## src/rtl/jump_field_encoder_pkg.sv

```systemverilog
// Shared ISA definitions for the J-type encoder: opcodes, field positions,
// jump shift amount and the word carried through the pipeline.
package jump_field_encoder_pkg;

    localparam logic [5:0] OPC_J   = 6'h02;
    localparam logic [5:0] OPC_JAL = 6'h03;

    localparam int OPC_MSB   = 31;
    localparam int OPC_LSB   = 26;
    localparam int IDX_MSB   = 25;
    localparam int JMP_SHIFT = 2;

    // err[0] misaligned, err[1] out of sign-extended range
    typedef struct packed {
        logic [1:0]  err;
        logic [31:0] instr;
    } jenc_word_t;

endpackage

```

## src/rtl/jump_field_encoder_if.sv

```systemverilog
// Request/response handshake bundle of the jump field encoder.
// slave: encoder side, master: producer/consumer side.
interface jump_field_encoder_if;

    logic        in_valid;
    logic        in_ready;
    logic [31:0] in_target;
    logic        in_link;
    logic        out_valid;
    logic        out_ready;
    logic [31:0] out_instr;
    logic [1:0]  out_err;

    modport slave (
        input  in_valid, in_target, in_link, out_ready,
        output in_ready, out_valid, out_instr, out_err
    );

    modport master (
        output in_valid, in_target, in_link, out_ready,
        input  in_ready, out_valid, out_instr, out_err
    );

endinterface

```

## src/rtl/jump_field_encoder_pipe_stage.sv

```systemverilog
// Generic valid/ready register slice, WIDTH bits of payload.
// Ports: clk, rst_n, in_valid/in_ready/in_data, out_valid/out_ready/out_data.
module jump_field_encoder_pipe_stage #(
    parameter int WIDTH = 8
) (
    input  logic             clk,
    input  logic             rst_n,
    input  logic             in_valid,
    output logic             in_ready,
    input  logic [WIDTH-1:0] in_data,
    output logic             out_valid,
    input  logic             out_ready,
    output logic [WIDTH-1:0] out_data
);

    // Refill in the same cycle the held word drains: no bubbles.
    assign in_ready = !out_valid || out_ready;

    always_ff @(posedge clk or negedge rst_n) begin
        if (!rst_n) begin
            out_valid <= 1'b0;
            out_data  <= '0;
        end else if (in_ready) begin
            out_valid <= in_valid;
            if (in_valid) begin
                out_data <= in_data;
            end
        end
    end

endmodule

```

## src/rtl/jump_field_encoder.sv

```systemverilog
// Encodes a jump target address into a J-type word {opcode, target[27:2]},
// flags targets the index extension cannot reproduce, counts errored words.
// Ports: Clk, Rst_n, bus (in_*/out_* handshake), err_clr, err_count.
module jump_field_encoder
    import jump_field_encoder_pkg::*;
#(
    parameter int CNT_W = 8
) (
    input  logic                 Clk,
    input  logic                 Rst_n,
    jump_field_encoder_if.slave  bus,
    input  logic                 err_clr,
    output logic [CNT_W-1:0]     err_count
);

    localparam int IDX_LO = JMP_SHIFT;
    localparam int IDX_HI = IDX_MSB + JMP_SHIFT;
    localparam int W      = $bits(jenc_word_t);

    jenc_word_t s1_d;
    jenc_word_t s1_q;
    jenc_word_t s2_q;
    logic       s1_valid;
    logic       s2_ready;
    logic       s2_valid;
    logic       cnt_evt;
    logic [5:0] opc;

    assign opc = bus.in_link ? OPC_JAL : OPC_J;

    always_comb begin
        s1_d = '0;
        s1_d.instr[OPC_MSB:OPC_LSB] = opc;
        s1_d.instr[IDX_MSB:0] = bus.in_target[IDX_HI:IDX_LO];
        s1_d.err[0] = |bus.in_target[IDX_LO-1:0];
        // Upper bits must be the sign extension of the top index bit
        s1_d.err[1] = bus.in_target[31:IDX_HI+1]
                      != {(31-IDX_HI){bus.in_target[IDX_HI]}};
    end

    jump_field_encoder_pipe_stage #(.WIDTH(W)) u_s1 (
        .clk      (Clk),
        .rst_n    (Rst_n),
        .in_valid (bus.in_valid),
        .in_ready (bus.in_ready),
        .in_data  (s1_d),
        .out_valid(s1_valid),
        .out_ready(s2_ready),
        .out_data (s1_q)
    );

    jump_field_encoder_pipe_stage #(.WIDTH(W)) u_s2 (
        .clk      (Clk),
        .rst_n    (Rst_n),
        .in_valid (s1_valid),
        .in_ready (s2_ready),
        .in_data  (s1_q),
        .out_valid(s2_valid),
        .out_ready(bus.out_ready),
        .out_data (s2_q)
    );

    assign bus.out_valid = s2_valid;
    assign bus.out_instr = s2_q.instr;
    assign bus.out_err   = s2_q.err;

    assign cnt_evt = s2_valid && bus.out_ready && (|s2_q.err);

    // Clear takes effect first, so a coincident event leaves a count of one
    always_ff @(posedge Clk or negedge Rst_n) begin
        if (!Rst_n) begin
            err_count <= '0;
        end else if (cnt_evt) begin
            if (err_clr) begin
                err_count <= CNT_W'(1);
            end else if (err_count != '1) begin
                err_count <= err_count + CNT_W'(1);
            end
        end else if (err_clr) begin
            err_count <= '0;
        end
    end

endmodule
```

## src/flat_wrapper.sv

```systemverilog
// flat-port wrapper written by rule: the top's interface ports become plain ports
module jump_field_encoder_flat import jump_field_encoder_pkg::*;
#(
    parameter int CNT_W = 8
)
  (Clk, Rst_n, err_clr, err_count, bus_in_valid, bus_in_target, bus_in_link, bus_out_ready, bus_in_ready, bus_out_valid, bus_out_instr, bus_out_err);
  jump_field_encoder_if bus_i ();
  input  logic Clk;
  input  logic Rst_n;
  input  logic err_clr;
  output logic [CNT_W-1:0] err_count;
  input wire logic [$bits(bus_i.in_valid)-1:0] bus_in_valid;
  input wire logic [$bits(bus_i.in_target)-1:0] bus_in_target;
  input wire logic [$bits(bus_i.in_link)-1:0] bus_in_link;
  input wire logic [$bits(bus_i.out_ready)-1:0] bus_out_ready;
  output wire logic [$bits(bus_i.in_ready)-1:0] bus_in_ready;
  output wire logic [$bits(bus_i.out_valid)-1:0] bus_out_valid;
  output wire logic [$bits(bus_i.out_instr)-1:0] bus_out_instr;
  output wire logic [$bits(bus_i.out_err)-1:0] bus_out_err;
  assign bus_i.in_valid = bus_in_valid;
  assign bus_i.in_target = bus_in_target;
  assign bus_i.in_link = bus_in_link;
  assign bus_i.out_ready = bus_out_ready;
  assign bus_in_ready = bus_i.in_ready;
  assign bus_out_valid = bus_i.out_valid;
  assign bus_out_instr = bus_i.out_instr;
  assign bus_out_err = bus_i.out_err;
  jump_field_encoder #(.CNT_W(CNT_W)) u_core (.Clk(Clk), .Rst_n(Rst_n), .bus(bus_i), .err_clr(err_clr), .err_count(err_count));
endmodule
```

## config.mk

```make
export PLATFORM = sky130hd
export DESIGN_NAME = jump_field_encoder_flat
export DESIGN_NICKNAME = d
export VERILOG_FILES = /design/src/rtl/jump_field_encoder_pkg.sv /design/src/rtl/jump_field_encoder_if.sv /design/src/rtl/jump_field_encoder_pipe_stage.sv /design/src/rtl/jump_field_encoder.sv /design/src/flat_wrapper.sv
export SDC_FILE = /design/constraint.sdc
export NUM_CORES = 1
export LEC_CHECK = 0
export ABC_AREA = 1
export BUFFER_PORTS_ARGS = -buffer_cell sky130_fd_sc_hd__buf_2
export CAP_MARGIN = 20
export CORE_MARGIN = 2
export CORE_UTILIZATION = 48
export CTS_CLUSTER_DIAMETER = 200
export CTS_CLUSTER_SIZE = 12
export DETAILED_ROUTE_END_ITERATION = 10
export PLACE_DENSITY_LB_ADDON = 0.08
export SYNTH_ARGS = -nofsm -noshare
export SYNTH_HDL_FRONTEND = slang
export SYNTH_SLANG_ARGS = --single-unit
```

## constraint.sdc

```tcl
create_clock -name Clk -period 1.6 [get_ports Clk]
set_input_delay 0.48 -clock Clk [delete_from_list [all_inputs] [get_ports Clk]]
set_output_delay 0.48 -clock Clk [all_outputs]
set_load 0.05 [all_outputs]
```

==> flow_metrics.py <==
metrics = {
    "route": {
        "wirelength_mm": 5.89,
        "via_per_inst": 4.72,
        "dr.pass1.iters": 4,
        "avgRoutedWirePerCell_um": 12.4,
        "antenna_left": 0,
        "num_vias": 2239,
        "drt_iter0_markers": 57,
        "drc_errors": 0,
    },
    "setup_path": {
        "cpLargestDelayFamily": "flip-flops",
        "critPathMaxStageDelay_ns": 0.45,
        "r2r_start": "u_core.err_count[0]$_DFFE_PN0P_",
        "cp.arrival_ns": 1.06,
        "worst_r2r_path_depth": 8,
        "crit_path_end": "err_count[5]",
        "startpoint": "u_core.err_count[5]$_DFFE_PN0P_",
        "r2r-end": "u_core.err_count[3]$_DFFE_PN0P_",
        "critPathSlowestCell": "dfrtp_1",
        "cp.required_ns": 1.12,
        "critPathLaunchType": "flop",
        "crit_fanout": 7,
        "regToRegSetupSlack_ns": 0.16,
        "path_buf_inv": 1,
        "critPathKind": "reg2out",
        "cp.depth": 1,
        "path_cells": "clkbuf_4",
        "critPathCaptureType": "output pin",
    },
    "global_routing": {
        "grt_use_total_pct": 19.8,
        "grt_overflow": 0,
        "grt_pass1_wl_mm": 9.93,
        "grt_pass1_vias": 2154,
        "grt_max_degree": 34,
        "antenna_found_initial": 0,
    },
    "floorplanning": {
        "io_pins": 82,
        "core_um2": 5890,
        "die_w_um": 81.8,
        "die-area_um2": 6690,
        "rows": 28,
        "die_h_um": 81.8,
        "initial_core_util_pct": 49.4,
    },
    "yosys": {
        "ys_seq_area_share_pct": 60.3,
        "postSynthCellCount": 307,
        "netlist_area_um2": 2910,
        "synthSimpleGateAreaFrac_pct": 18.3,
        "synth_top_family_by_area": "simple AND/OR/NAND/NOR gates",
        "yosysUniqueCellTypes": 25,
        "ys_warn_count": 0,
        "synthAdderAreaFrac_pct": 0.430,
        "yosysTopAreaCell": "dfrtp_1",
        "synth.mux.area_fraction_pct": 4.39,
        "synth_area_per_cell_um2": 9.47,
        "ys_top_cells_by_area": "dfrtp_1 60%, nand2_1 13%, o21ai_0 7.2%, inv_1 3.9%, mux2_4 3.6%",
        "yosysTopAreaCellShare_pct": 60.3,
        "ys_ff_latch": 70,
        "synth_compound_area_share_pct": 8.91,
        "synth-xor-area-share_pct": 0,
    },
    "power": {
        "cellInternalPower_mw": 3.59,
        "power.switching_mw": 2.25,
        "sw_frac_of_total_pct": 38.5,
        "p_leak_nw": 1.98,
        "p_comb_share_pct": 32.5,
        "ir_worst_vdd_uv": 886,
        "power_density_nw_per_um2": 1590,
        "clkPwrFrac_pct": 27.6,
        "power_frac_seq_pct": 39.9,
    },
    "timing": {
        "slew_viol_final": 0,
        "rsz0062_at_grt": "false",
        "timing_hold_violations_final": 0,
        "fmax_mhz": 648,
        "min_period_ns": 1.54,
        "fin_tns_setup_ns": 0,
        "finalCritPeriodShare_pct": 96.5,
        "skew_ns": 0.00823,
        "setup_viol": 0,
    },
    "clock_network": {
        "cts_tree": "done",
        "insertion_delay_ns": 0.33,
        "cts_max_path_buffers": 2,
        "cts-root-buf": "clkbuf_8",
        "holdBufCountCts": 0,
        "post_cts_buffers": 0,
        "postCtsResizedCells": 1,
        "htree_num_levels": 3,
        "clk_pin_slew_ns": 0.08,
        "cts_made_buffers": 9,
        "cts.sinks": 70,
    },
    "layout": {
        "instances_no_fill": 474,
        "synthToLayoutAreaGrowth_pct": 26.2,
        "drive_gt1_share_pct": 31.3,
        "num_antenna_cells": 0,
        "final_common_cell": "nand2_1",
        "final_cell_mix": "97 x nand2_1, 73 x buf_2, 67 x dfrtp_1, 42 x o21ai_0, 30 x inv_1",
        "nets": 433,
    },
    "placement": {
        "place.gp.congestion": 0.888,
        "dp_hpwl_mm": 4.23,
        "placed_cells": 458,
        "numPortBuffers": 77,
    },
    "run": {
        "max-cap-violations": 0,
    },
    "status": {
        "status": "complete, no violations",
    },
    "min_path": {
        "hold_class": "in2async",
    },
}
[per-layer routing]
metal	global-route usage [%]	part of all wire (%)	wire (um)
met1	26.4	46	2740
met2	30.4	46	2730
met3	5.82	5.5	324
met4	8.17	1.6	97
met5	0	0	0
[cell families (layout without fill, tap and decap cells)]
logic type                 count (synthesis)  in the layout
AOI/OAI and AO/OA                         49             49
adders and majority gates                  1              1
buffers and inverters                     47            136
DFF                                       70             70
muxes                                      9              9
other                                      1              4
and+or+nand+nor                          130            130
[sequential cells by signal, summed over array words and instances, names as in the netlist]
name	count
u_core.u_s1.out_data	30
u_core.u_s2.out_data	30
u_core.err_count	8
u_core.u_s1.out_valid	1
u_core.u_s2.out_valid	1
[synthesized netlist by cell type]
cell / n
nand2_1: 97
dfrtp_1: 70
o21ai_0: 42
inv_1: 30
nand3_1: 16
nor2_1: 10
mux2_4: 7
buf_2: 5
buf_4: 4
buf_6: 3
clkbuf_1: 3
nand2_2: 3
a21oi_1: 2
mux2_2: 2
o211ai_1: 2
o21bai_1: 2
clkbuf_2: 1
conb_1: 1
ha_1: 1
inv_2: 1
nand3_2: 1
nand3b_1: 1
nand4_1: 1
nor2_2: 1
o21ai_2: 1
[layout make-up]
cell class	count	area, um2
fillers	525	2220
clock inverters	5	81.3
clock buffers	11	151
multi-input cells	193	955
flip-flops and latches	70	1760
well taps	75	93.8
repair buffers	89	514
inverters	31	116
[power by group through the flow]
stage / logic, mW / clock network (mW) / registers [mW]
floorplan: 0.534 / 0 / 3.22
global placement: 1.88 / 0 / 2.35
detailed placement: 1.91 / 0 / 2.37
CTS: 1.91 / 1.65 / 2.34
global route: 2.05 / 1.74 / 2.38
finish: 1.90 / 1.61 / 2.33
[worst min path at each step]
stage / slack, ns / start / cells past startpoint / end
6_report: 0.04 / Rst_n / 1 / u_core.err_count[1]$_DFFE_PN0P_
5_1_grt: 0.05 / Rst_n / 1 / u_core.err_count[1]$_DFFE_PN0P_
4_1_cts: 0.04 / Rst_n / 1 / u_core.err_count[1]$_DFFE_PN0P_
3_5_place_dp: 0.41 / Rst_n / 1 / u_core.err_count[1]$_DFFE_PN0P_
3_3_place_gp: 0.41 / Rst_n / 1 / u_core.err_count[1]$_DFFE_PN0P_
2_1_floorplan: 0.18 / Rst_n / 0 / u_core.err_count[0]$_DFFE_PN0P_
[stage by stage]
stage	total power, mW	setup WS (ns)	util [%]	instance area, um2	hold slack, ns
2_1_floorplan	3.75	0.134	-	2930	0.184
3_3_place_gp	4.24	0.0858	58.1	3420	0.411
3_5_place_dp	4.27	0.0488	58.1	3420	0.414
4_1_cts	5.90	0.0129	62.1	3660	0.0410
5_1_grt	6.17	0.00531	62.3	3670	0.0525
6_report	5.84	0.0565	62.3	3670	0.0379
Note: power is estimated with default switching activity, not from simulation.
